<file path="src/rtl/dmix_cfg_pkg.sv">
// -----------------------------------------------------------------------------
// dmix_cfg_pkg
// Shared definitions for the mixer configuration register file: register
// addresses, SPI frame geometry and the SPI slave FSM state type.
// No ports (package).
// -----------------------------------------------------------------------------
package dmix_cfg_pkg;

    // Register map (7-bit addresses)
    localparam logic [6:0] ADDR_ID       = 7'h00;
    localparam logic [6:0] ADDR_STATUS   = 7'h01;
    localparam logic [6:0] ADDR_CTRL     = 7'h02;
    localparam logic [6:0] ADDR_VOL_BASE = 7'h10;

    // Frame geometry: 8-bit command (W + address) then 16 data bits, MSB first
    localparam int         W_BIT      = 7;
    localparam int         FRAME_LEN  = 24;
    localparam logic [4:0] CMD_LEN    = 5'd8;
    localparam logic [4:0] CMD_LAST   = 5'd7;
    localparam logic [4:0] FRAME_LAST = 5'd23;

    typedef enum logic [1:0] {
        ST_IDLE = 2'd0,
        ST_CMD  = 2'd1,
        ST_DATA = 2'd2,
        ST_SKIP = 2'd3
    } spi_state_e;

endpackage

</file>
<file path="src/rtl/spi_cfg_regs_if.sv">
// -----------------------------------------------------------------------------
// spi_cfg_regs_if
// SPI bus bundle between an external master and the configuration slave.
//   spi_sclk_i  : SPI clock, mode 0, asynchronous to the system clock
//   spi_mosi_i  : master-out data
//   spi_ss_i    : slave select, active-low
//   spi_miso_o  : slave-out data
// -----------------------------------------------------------------------------
interface spi_cfg_regs_if;
    logic spi_sclk_i;
    logic spi_mosi_i;
    logic spi_ss_i;
    logic spi_miso_o;

    modport master (
        output spi_sclk_i,
        output spi_mosi_i,
        output spi_ss_i,
        input  spi_miso_o
    );

    modport slave (
        input  spi_sclk_i,
        input  spi_mosi_i,
        input  spi_ss_i,
        output spi_miso_o
    );
endinterface

</file>
<file path="src/rtl/spi_slave_if.sv">
// -----------------------------------------------------------------------------
// spi_slave_if
// Oversampling SPI mode-0 slave. Synchronizes the bus into clk245760, detects
// sclk/ss edges and decodes 24-bit frames into a write strobe and a read
// request toward the register file.
//   clk245760, rst : system clock, synchronous active-high reset
//   spi            : SPI bus (slave side), MISO is registered here
//   o_wr_stb       : one-cycle write request on the 24th sclk rise of a write
//   o_wr_addr/data : write address and data, valid with o_wr_stb
//   o_rd_req       : one-cycle read request when a read command is latched
//   o_rd_addr      : read address, valid with o_rd_req
//   i_rd_data      : read data returned combinationally for o_rd_addr
// -----------------------------------------------------------------------------
module spi_slave_if
    import dmix_cfg_pkg::*;
(
    input  logic                 clk245760,
    input  logic                 rst,
    spi_cfg_regs_if.slave        spi,
    output logic                 o_wr_stb,
    output logic [6:0]           o_wr_addr,
    output logic [15:0]          o_wr_data,
    output logic                 o_rd_req,
    output logic [6:0]           o_rd_addr,
    input  logic [15:0]          i_rd_data
);

    logic       r_sclk_meta, r_sclk_sync, r_sclk_hist;
    logic       r_ss_meta, r_ss_sync, r_ss_hist;
    logic       r_mosi_meta, r_mosi_sync;
    logic [1:0] r_settle;
    logic       r_armed;

    spi_state_e r_state, w_state_nxt;
    logic [4:0]  r_bitcnt, w_bitcnt_nxt;
    logic [15:0] r_shift, w_shift_nxt;
    logic [7:0]  r_cmd, w_cmd_nxt;
    logic [15:0] r_shadow, w_shadow_nxt;
    logic        r_miso, w_miso_nxt;

    logic        w_sclk_rise, w_sclk_fall, w_ss_fall, w_ss_rise;
    logic [15:0] w_shift_in;

    assign w_sclk_rise = r_sclk_sync & ~r_sclk_hist;
    assign w_sclk_fall = ~r_sclk_sync & r_sclk_hist;
    assign w_ss_fall   = ~r_ss_sync & r_ss_hist;
    assign w_ss_rise   = r_ss_sync & ~r_ss_hist;
    assign w_shift_in  = {r_shift[14:0], r_mosi_sync};

    assign o_wr_addr      = r_cmd[6:0];
    assign o_wr_data      = w_shift_in;
    assign o_rd_addr      = w_shift_in[6:0];
    assign spi.spi_miso_o = r_miso;

    // Input synchronizers and edge-history flops, reset to the idle bus level
    always_ff @(posedge clk245760) begin
        if (rst) begin
            r_sclk_meta <= 1'b0;
            r_sclk_sync <= 1'b0;
            r_sclk_hist <= 1'b0;
            r_ss_meta   <= 1'b1;
            r_ss_sync   <= 1'b1;
            r_ss_hist   <= 1'b1;
            r_mosi_meta <= 1'b0;
            r_mosi_sync <= 1'b0;
        end else begin
            r_sclk_meta <= spi.spi_sclk_i;
            r_sclk_sync <= r_sclk_meta;
            r_sclk_hist <= r_sclk_sync;
            r_ss_meta   <= spi.spi_ss_i;
            r_ss_sync   <= r_ss_meta;
            r_ss_hist   <= r_ss_sync;
            r_mosi_meta <= spi.spi_mosi_i;
            r_mosi_sync <= r_mosi_meta;
        end
    end

    // Arm frame start only once ss has genuinely been seen high after reset;
    // the forced-high reset value of the ss flops would otherwise fake a
    // falling edge when rst is released in the middle of a frame.
    always_ff @(posedge clk245760) begin
        if (rst) begin
            r_settle <= 2'd0;
            r_armed  <= 1'b0;
        end else begin
            if (r_settle != 2'd3) begin
                r_settle <= r_settle + 2'd1;
            end
            if ((r_settle == 2'd3) && r_ss_sync) begin
                r_armed <= 1'b1;
            end
        end
    end

    // Frame FSM next-state, shift/shadow update and decode strobes
    always_comb begin
        w_state_nxt  = r_state;
        w_bitcnt_nxt = r_bitcnt;
        w_shift_nxt  = r_shift;
        w_cmd_nxt    = r_cmd;
        w_shadow_nxt = r_shadow;
        w_miso_nxt   = r_miso;
        o_wr_stb     = 1'b0;
        o_rd_req     = 1'b0;

        case (r_state)
            ST_IDLE: begin
                w_miso_nxt = 1'b0;
                if (r_armed && w_ss_fall) begin
                    w_state_nxt  = ST_CMD;
                    w_bitcnt_nxt = 5'd0;
                end else begin
                    w_state_nxt = ST_IDLE;
                end
            end
            ST_CMD: begin
                w_miso_nxt = 1'b0;
                if (w_sclk_rise) begin
                    w_shift_nxt  = w_shift_in;
                    w_bitcnt_nxt = r_bitcnt + 5'd1;
                    if (r_bitcnt == CMD_LAST) begin
                        w_cmd_nxt   = w_shift_in[7:0];
                        w_state_nxt = ST_DATA;
                        if (!w_shift_in[W_BIT]) begin
                            o_rd_req     = 1'b1;
                            w_shadow_nxt = i_rd_data;
                            w_miso_nxt   = i_rd_data[15];
                        end else begin
                            w_shadow_nxt = 16'h0000;
                        end
                    end else begin
                        w_state_nxt = ST_CMD;
                    end
                end else begin
                    w_state_nxt = ST_CMD;
                end
            end
            ST_DATA: begin
                if (w_sclk_rise) begin
                    w_shift_nxt  = w_shift_in;
                    w_bitcnt_nxt = r_bitcnt + 5'd1;
                    if (r_bitcnt == FRAME_LAST) begin
                        o_wr_stb    = r_cmd[W_BIT];
                        w_state_nxt = ST_SKIP;
                        w_miso_nxt  = 1'b0;
                    end else begin
                        w_state_nxt = ST_DATA;
                    end
                end else if (w_sclk_fall && (r_bitcnt > CMD_LEN)) begin
                    // The fall right after the command byte is skipped so
                    // the master sees shadow[15] on the first data rise.
                    w_shadow_nxt = {r_shadow[14:0], 1'b0};
                    w_miso_nxt   = r_shadow[14];
                end else begin
                    w_state_nxt = ST_DATA;
                end
            end
            ST_SKIP: begin
                w_miso_nxt  = 1'b0;
                w_state_nxt = ST_SKIP;
            end
            default: begin
                w_miso_nxt  = 1'b0;
                w_state_nxt = ST_IDLE;
            end
        endcase

        // ss release ends any frame; a coincident 24th rise was handled above
        if (w_ss_rise) begin
            w_state_nxt = ST_IDLE;
            w_miso_nxt  = 1'b0;
        end else begin
            w_state_nxt = w_state_nxt;
        end
    end

    // Frame FSM state and datapath registers
    always_ff @(posedge clk245760) begin
        if (rst) begin
            r_state  <= ST_IDLE;
            r_bitcnt <= 5'd0;
            r_shift  <= 16'h0000;
            r_cmd    <= 8'h00;
            r_shadow <= 16'h0000;
            r_miso   <= 1'b0;
        end else begin
            r_state  <= w_state_nxt;
            r_bitcnt <= w_bitcnt_nxt;
            r_shift  <= w_shift_nxt;
            r_cmd    <= w_cmd_nxt;
            r_shadow <= w_shadow_nxt;
            r_miso   <= w_miso_nxt;
        end
    end

endmodule

</file>
<file path="src/rtl/spi_cfg_regs.sv">
// -----------------------------------------------------------------------------
// spi_cfg_regs
// SPI-configurable register file for the mixer: per-slot volume words, a
// global mute and read-only ID / S/PDIF status words.
//   clk245760, rst : system clock, synchronous active-high reset
//   spi            : SPI bus (slave side)
//   locked_i       : per-channel S/PDIF lock
//   rate_i         : per-channel rate code, channel c at [4c+3:4c]
//   vol_o          : volume slots, slot k at [16k+15:16k] (2c = L, 2c+1 = R)
//   mute_o         : global mute
// -----------------------------------------------------------------------------
module spi_cfg_regs
    import dmix_cfg_pkg::*;
#(
    parameter int          NUM_CH    = 1,
    parameter logic [15:0] VOL_RESET = 16'h00ff,
    parameter logic [15:0] ID_VALUE  = 16'hda01
) (
    input  logic                   clk245760,
    input  logic                   rst,
    spi_cfg_regs_if.slave          spi,
    input  logic [NUM_CH-1:0]      locked_i,
    input  logic [4*NUM_CH-1:0]    rate_i,
    output logic [NUM_CH*32-1:0]   vol_o,
    output logic                   mute_o
);

    localparam int NSLOT   = 2 * NUM_CH;
    localparam int RATE_W  = (4 * NUM_CH < 8) ? 4 * NUM_CH : 8;

    logic                 w_wr_stb;
    logic [6:0]           w_wr_addr;
    logic [15:0]          w_wr_data;
    logic                 w_rd_req;
    logic [6:0]           w_rd_addr;
    logic [15:0]          w_rd_data;
    logic [15:0]          w_status;
    logic [7:0]           w_rate8;
    logic [NSLOT*16-1:0]  r_vol;
    logic                 r_mute;

    spi_slave_if u_slave (
        .clk245760 (clk245760),
        .rst       (rst),
        .spi       (spi),
        .o_wr_stb  (w_wr_stb),
        .o_wr_addr (w_wr_addr),
        .o_wr_data (w_wr_data),
        .o_rd_req  (w_rd_req),
        .o_rd_addr (w_rd_addr),
        .i_rd_data (w_rd_data)
    );

    // Rate codes of ch0/ch1 zero-padded into the upper status byte
    assign w_rate8 = 8'(rate_i[RATE_W-1:0]);

    // STATUS word: lock bits low, rate byte high
    always_comb begin
        w_status                = 16'h0000;
        w_status[NUM_CH-1:0]    = locked_i;
        w_status[15:8]          = w_rate8;
    end

    // Read mux; unmapped addresses return zero
    always_comb begin
        w_rd_data = 16'h0000;
        if (w_rd_req) begin
            case (w_rd_addr)
                ADDR_ID:     w_rd_data = ID_VALUE;
                ADDR_STATUS: w_rd_data = w_status;
                ADDR_CTRL:   w_rd_data = {15'h0000, r_mute};
                default: begin
                    for (int k = 0; k < NSLOT; k++) begin
                        if (w_rd_addr == (ADDR_VOL_BASE + 7'(k))) begin
                            w_rd_data = r_vol[16*k +: 16];
                        end else begin
                            w_rd_data = w_rd_data;
                        end
                    end
                end
            endcase
        end else begin
            w_rd_data = 16'h0000;
        end
    end

    // Writable registers; reset takes priority over a commit
    always_ff @(posedge clk245760) begin
        if (rst) begin
            r_vol  <= {NSLOT{VOL_RESET}};
            r_mute <= 1'b0;
        end else if (w_wr_stb) begin
            if (w_wr_addr == ADDR_CTRL) begin
                r_mute <= w_wr_data[0];
            end
            for (int k = 0; k < NSLOT; k++) begin
                if (w_wr_addr == (ADDR_VOL_BASE + 7'(k))) begin
                    r_vol[16*k +: 16] <= w_wr_data;
                end
            end
        end
    end

    assign vol_o  = r_vol;
    assign mute_o = r_mute;

endmodule
</file>
<file path="src/flat_wrapper.sv">
// flat-port wrapper written by rule: the top's interface ports become plain ports
module spi_cfg_regs_flat import dmix_cfg_pkg::*;
#(
    parameter int          NUM_CH    = 1,
    parameter logic [15:0] VOL_RESET = 16'h00ff,
    parameter logic [15:0] ID_VALUE  = 16'hda01
)
  (clk245760, rst, locked_i, rate_i, vol_o, mute_o, spi_spi_sclk_i, spi_spi_mosi_i, spi_spi_ss_i, spi_spi_miso_o);
  spi_cfg_regs_if spi_i ();
  input  logic clk245760;
  input  logic rst;
  input  logic [NUM_CH-1:0] locked_i;
  input  logic [4*NUM_CH-1:0] rate_i;
  output logic [NUM_CH*32-1:0] vol_o;
  output logic mute_o;
  input wire logic [$bits(spi_i.spi_sclk_i)-1:0] spi_spi_sclk_i;
  input wire logic [$bits(spi_i.spi_mosi_i)-1:0] spi_spi_mosi_i;
  input wire logic [$bits(spi_i.spi_ss_i)-1:0] spi_spi_ss_i;
  output wire logic [$bits(spi_i.spi_miso_o)-1:0] spi_spi_miso_o;
  assign spi_i.spi_sclk_i = spi_spi_sclk_i;
  assign spi_i.spi_mosi_i = spi_spi_mosi_i;
  assign spi_i.spi_ss_i = spi_spi_ss_i;
  assign spi_spi_miso_o = spi_i.spi_miso_o;
  spi_cfg_regs #(.NUM_CH(NUM_CH), .VOL_RESET(VOL_RESET), .ID_VALUE(ID_VALUE)) u_core (.clk245760(clk245760), .rst(rst), .spi(spi_i), .locked_i(locked_i), .rate_i(rate_i), .vol_o(vol_o), .mute_o(mute_o));
endmodule
</file>
<file path="config.mk">
export PLATFORM = sky130hd
export DESIGN_NAME = spi_cfg_regs_flat
export DESIGN_NICKNAME = d
export VERILOG_FILES = /design/src/rtl/dmix_cfg_pkg.sv /design/src/rtl/spi_cfg_regs_if.sv /design/src/rtl/spi_slave_if.sv /design/src/rtl/spi_cfg_regs.sv /design/src/flat_wrapper.sv
export SDC_FILE = /design/constraint.sdc
export NUM_CORES = 1
export LEC_CHECK = 0
export BUFFER_PORTS_ARGS = -buffer_cell sky130_fd_sc_hd__buf_2
export CAP_MARGIN = 20
export CORE_ASPECT_RATIO = 0.9
export CORE_MARGIN = 4
export CORE_UTILIZATION = 59
export DETAILED_ROUTE_END_ITERATION = 7
export MAX_ROUTING_LAYER = met4
export PLACE_DENSITY = 0.8
export RECOVER_POWER = 25
export SETUP_SLACK_MARGIN = 0.3
export SLEW_MARGIN = 20
export SYNTH_ARGS = -nofsm -noshare
export SYNTH_HDL_FRONTEND = slang
export SYNTH_SLANG_ARGS = --single-unit
</file>
<file path="constraint.sdc">
create_clock -name clk245760 -period 5.9 [get_ports clk245760]
set_input_delay 1.18 -clock clk245760 [delete_from_list [all_inputs] [get_ports clk245760]]
set_output_delay 1.18 -clock clk245760 [all_outputs]
set_load 0.05 [all_outputs]
</file>
==> run summary <==
slew margin rel. -> 0.326
Slew Limit Fails -> 0
crit start category -> flip-flop
reg2reg start -> u_core.u_slave.r_state[0]$_SDFFE_PP0P_
drt first-iter violations -> 327
Crit Path Max Fanout -> 24
status -> finished clean
antenna violations before repair -> 0
setup bufs post-CTS -> 0
count of hold-fix buffers inserted at cts -> 0
PortBufs -> 43
share of synthesized registers carrying an async set or reset -> 0
GRT overflow -> 0
CTS buffer count -> 9
core area -> 6590 sq um
Synth warnings -> 0
Most used DFF post-synth -> dfxtp_1
Worst-Margin Slew -> 1.01 ns
root buf cell -> clkbuf_8
Worst-Skew Late Latency -> 0.36 ns
clk_skew -> 0.0120 ns
Area Growth Syn to Fin -> 10.5%
iteration count of the initial detailed-routing pass -> 5
Critical path destination -> u_core.vol_o[15]$_SDFFE_PP0P_
Post-synth top cells -> dfxtp_1, nand2_1, a21oi_1
post-DP HPWL -> 6.41 mm
clk buf depth -> 2
r2r endpoint -> u_core.vol_o[15]$_SDFFE_PP0P_
Syn Area/Cell -> 8.47 sq um
fin nets -> 514
Worst-path clk slew -> 0.09 ns
required time worst endpoint -> 6.11 ns
CTS H-tree depth -> 3
Pwr Total -> 0.00109 W
Die Wd -> 94.7 microns
vias in the first global route -> 3337
Synth top area share -> 0.451
routability cong. -> 0.855
post-route minimum period -> 3.14 ns
Synth area leaders -> dfxtp_1, nand2_1, a21oi_1
initial core utilization -> 0.606
global-route wire length before repair -> 16.3 mm
Die ar. -> 8150 sq um
ANT nets after route -> 0
most frequent cell after synthesis -> dfxtp_1
synthesized area -> 3990 sq um
FF-to-FF setup slack -> 2.76 ns
TNS Setup -> 0 ns
Crit. Startpoint -> u_core.u_slave.r_state[0]$_SDFFE_PP0P_
clock sinks -> 90
Tot GR Track Use -> 0.258
highest clock rate -> 319 MHz
max_cap viols -> 0
Mapped Cells -> 471
Post-Route WL -> 9.49 mm
Seq/Total Area, Yosys -> 0.451
Setup Viol. Count Final -> 0
CTS tree -> yes
flops & latches, synth -> 90
Avg WL per Cell -> 16.1 microns
crit path capture type -> flip-flop
count of distinct cell types in the synthesized netlist -> 48
Leak -> 1.55 nW
unrepaired setup endpoints after global routing -> no
Cell Rows -> 28
Post-route DRC -> 0
cells on worst reg2reg path -> 8
crit path DAT -> 3.35 ns
part of the cycle the worst path needs -> 0.532
filler cell count in the final layout -> 584
critical path class -> flip-flop to flip-flop
Post-synth EDFFs -> 0
die height -> 86.0 microns
CTS resizes -> 0
Vias -> 3504
P per Cell Area -> 247 nW/um^2
HP Class -> flip-flop to flip-flop
top-level port count -> 44
Post-Syn Nets -> 489
largest net degree at the start of global routing -> 100
layout cells sized above 1 -> 0.162
Via density -> 5.93
final hold slack -> 0.412 ns
final hold vios -> 0
number of diodes -> 0
cell taking the most area after synthesis -> dfxtp_1
IR drop worst, VDD -> 0.229 mV
registers in the layout (all words and copies together) (netlist names):
signal,flops
u_core.u_slave.spi.spi_miso_o,1
u_core.u_slave.r_armed,1
u_core.u_slave.r_shift,15
u_core.u_slave.r_sclk_sync,1
u_core.u_slave.r_sclk_meta,1
u_core.u_slave.r_ss_sync,1
u_core.u_slave.r_shadow,15
u_core.u_slave.r_bitcnt,5
u_core.u_slave.r_state,2
u_core.u_slave.r_sclk_hist,1
u_core.u_slave.r_cmd,8
u_core.u_slave.r_ss_hist,1
u_core.vol_o,32
u_core.u_slave.r_settle,2
u_core.u_slave.r_ss_meta,1
u_core.u_slave.r_mosi_meta,1
u_core.mute_o,1
u_core.u_slave.r_mosi_sync,1
how the worst min path moves through the flow:
stage                                         from                                  end  slack, ns  cells past startpoint
2_1_floorplan  u_core.u_slave.r_ss_meta$_SDFF_PP1_  u_core.u_slave.r_ss_sync$_SDFF_PP1_       0.39                      1
3_5_place_dp   u_core.u_slave.r_ss_meta$_SDFF_PP1_  u_core.u_slave.r_ss_sync$_SDFF_PP1_       0.40                      1
3_3_place_gp   u_core.u_slave.r_ss_meta$_SDFF_PP1_  u_core.u_slave.r_ss_sync$_SDFF_PP1_       0.40                      1
6_report       u_core.u_slave.r_ss_meta$_SDFF_PP1_  u_core.u_slave.r_ss_sync$_SDFF_PP1_       0.41                      1
4_1_cts        u_core.u_slave.r_ss_meta$_SDFF_PP1_  u_core.u_slave.r_ss_sync$_SDFF_PP1_       0.42                      1
5_1_grt        u_core.u_slave.r_ss_meta$_SDFF_PP1_  u_core.u_slave.r_ss_sync$_SDFF_PP1_       0.45                      1
placed cells by master, fill, tap and decap left out, types with 3 or more instances in the layout:
| master | instances |
|---|---|
| mux2i_1 | 13 |
| or2_2 | 3 |
| a21oi_1 | 53 |
| dfxtp_1 | 90 |
| nand2_1 | 74 |
| o21ai_0 | 22 |
| xor2_1 | 4 |
| inv_1 | 7 |
| mux2_2 | 10 |
| nor3_1 | 21 |
| nor3b_1 | 4 |
| buf_2 | 43 |
| a211oi_1 | 4 |
| and3b_1 | 3 |
| a221oi_1 | 9 |
| ha_1 | 8 |
| inv_6 | 3 |
| o22ai_1 | 5 |
| nand3_1 | 8 |
| nor2_1 | 51 |
| clkbuf_8 | 9 |
| nand3b_1 | 10 |
| nand2b_1 | 4 |
| nand4_1 | 3 |
| nor2b_1 | 9 |
| buf_4 | 3 |
power breakdown:
group / leakage (nW) / total (W) / internal (W) / switching [W]
sequential: 0.727 / 0.000617 / 0.000613 / 0.00000372
combinational: 0.716 / 0.0000357 / 0.0000136 / 0.0000221
clock: 0.103 / 0.000437 / 0.000203 / 0.000234
cell type report:
class                           instances  area [sq um]  area share
Timing Repair Buffer                   46           238      0.0539
Inverter                                7          26.3     0.00596
Clock buffer                            9           124      0.0281
Clock inverter                          7          80.1      0.0182
Tap cell                               90           113      0.0255
Sequential cell                        90          1800       0.409
Multi-Input combinational cell        342          2030       0.460
cells by family after synthesis:
kind of cell / count (synthesis) / synth area share
XOR/XNOR: 4 / 0.00878
adder cells (fa/ha/maj): 8 / 0.0251
buffers and inverters: 39 / 0.0408
AND/OR/NAND/NOR: 200 / 0.248
multiplexers: 23 / 0.0608
AO/OA/AOI/OAI: 107 / 0.165
flip-flops: 90 / 0.451
per-stage QoR:
stage / cell area (sq um) / setup slack, ns / utilization / std cells
2_1_floorplan: 3990 / 3.74 / - / 471
3_3_place_gp: 4210 / 2.90 / 0.638 / 575
3_5_place_dp: 4210 / 2.83 / 0.638 / 575
4_1_cts: 4410 / 2.78 / 0.669 / 591
5_1_grt: 4410 / 2.48 / 0.669 / 591
6_report: 4410 / 2.76 / 0.669 / 591
critical path, cell delays in order, from the launching register on:
cell,delay [ns]
dfxtp_1,0.35
inv_1,0.14
ha_1,0.69
and3b_1,0.33
nand4_4,0.27
nor4b_4,0.61
buf_4,0.34
mux2i_1,0.21
nor2_1,0.05
routing by layer:
metal	GRT usage	vias up	part of all wire
li1	-	1699	-
met1	0.352	1648	0.45
met2	0.389	147	0.46
met3	0.0570	10	0.081
met4	0.0655	0	0.013
met5	-	-	0
Note: power is estimated with default switching activity, not from simulation.
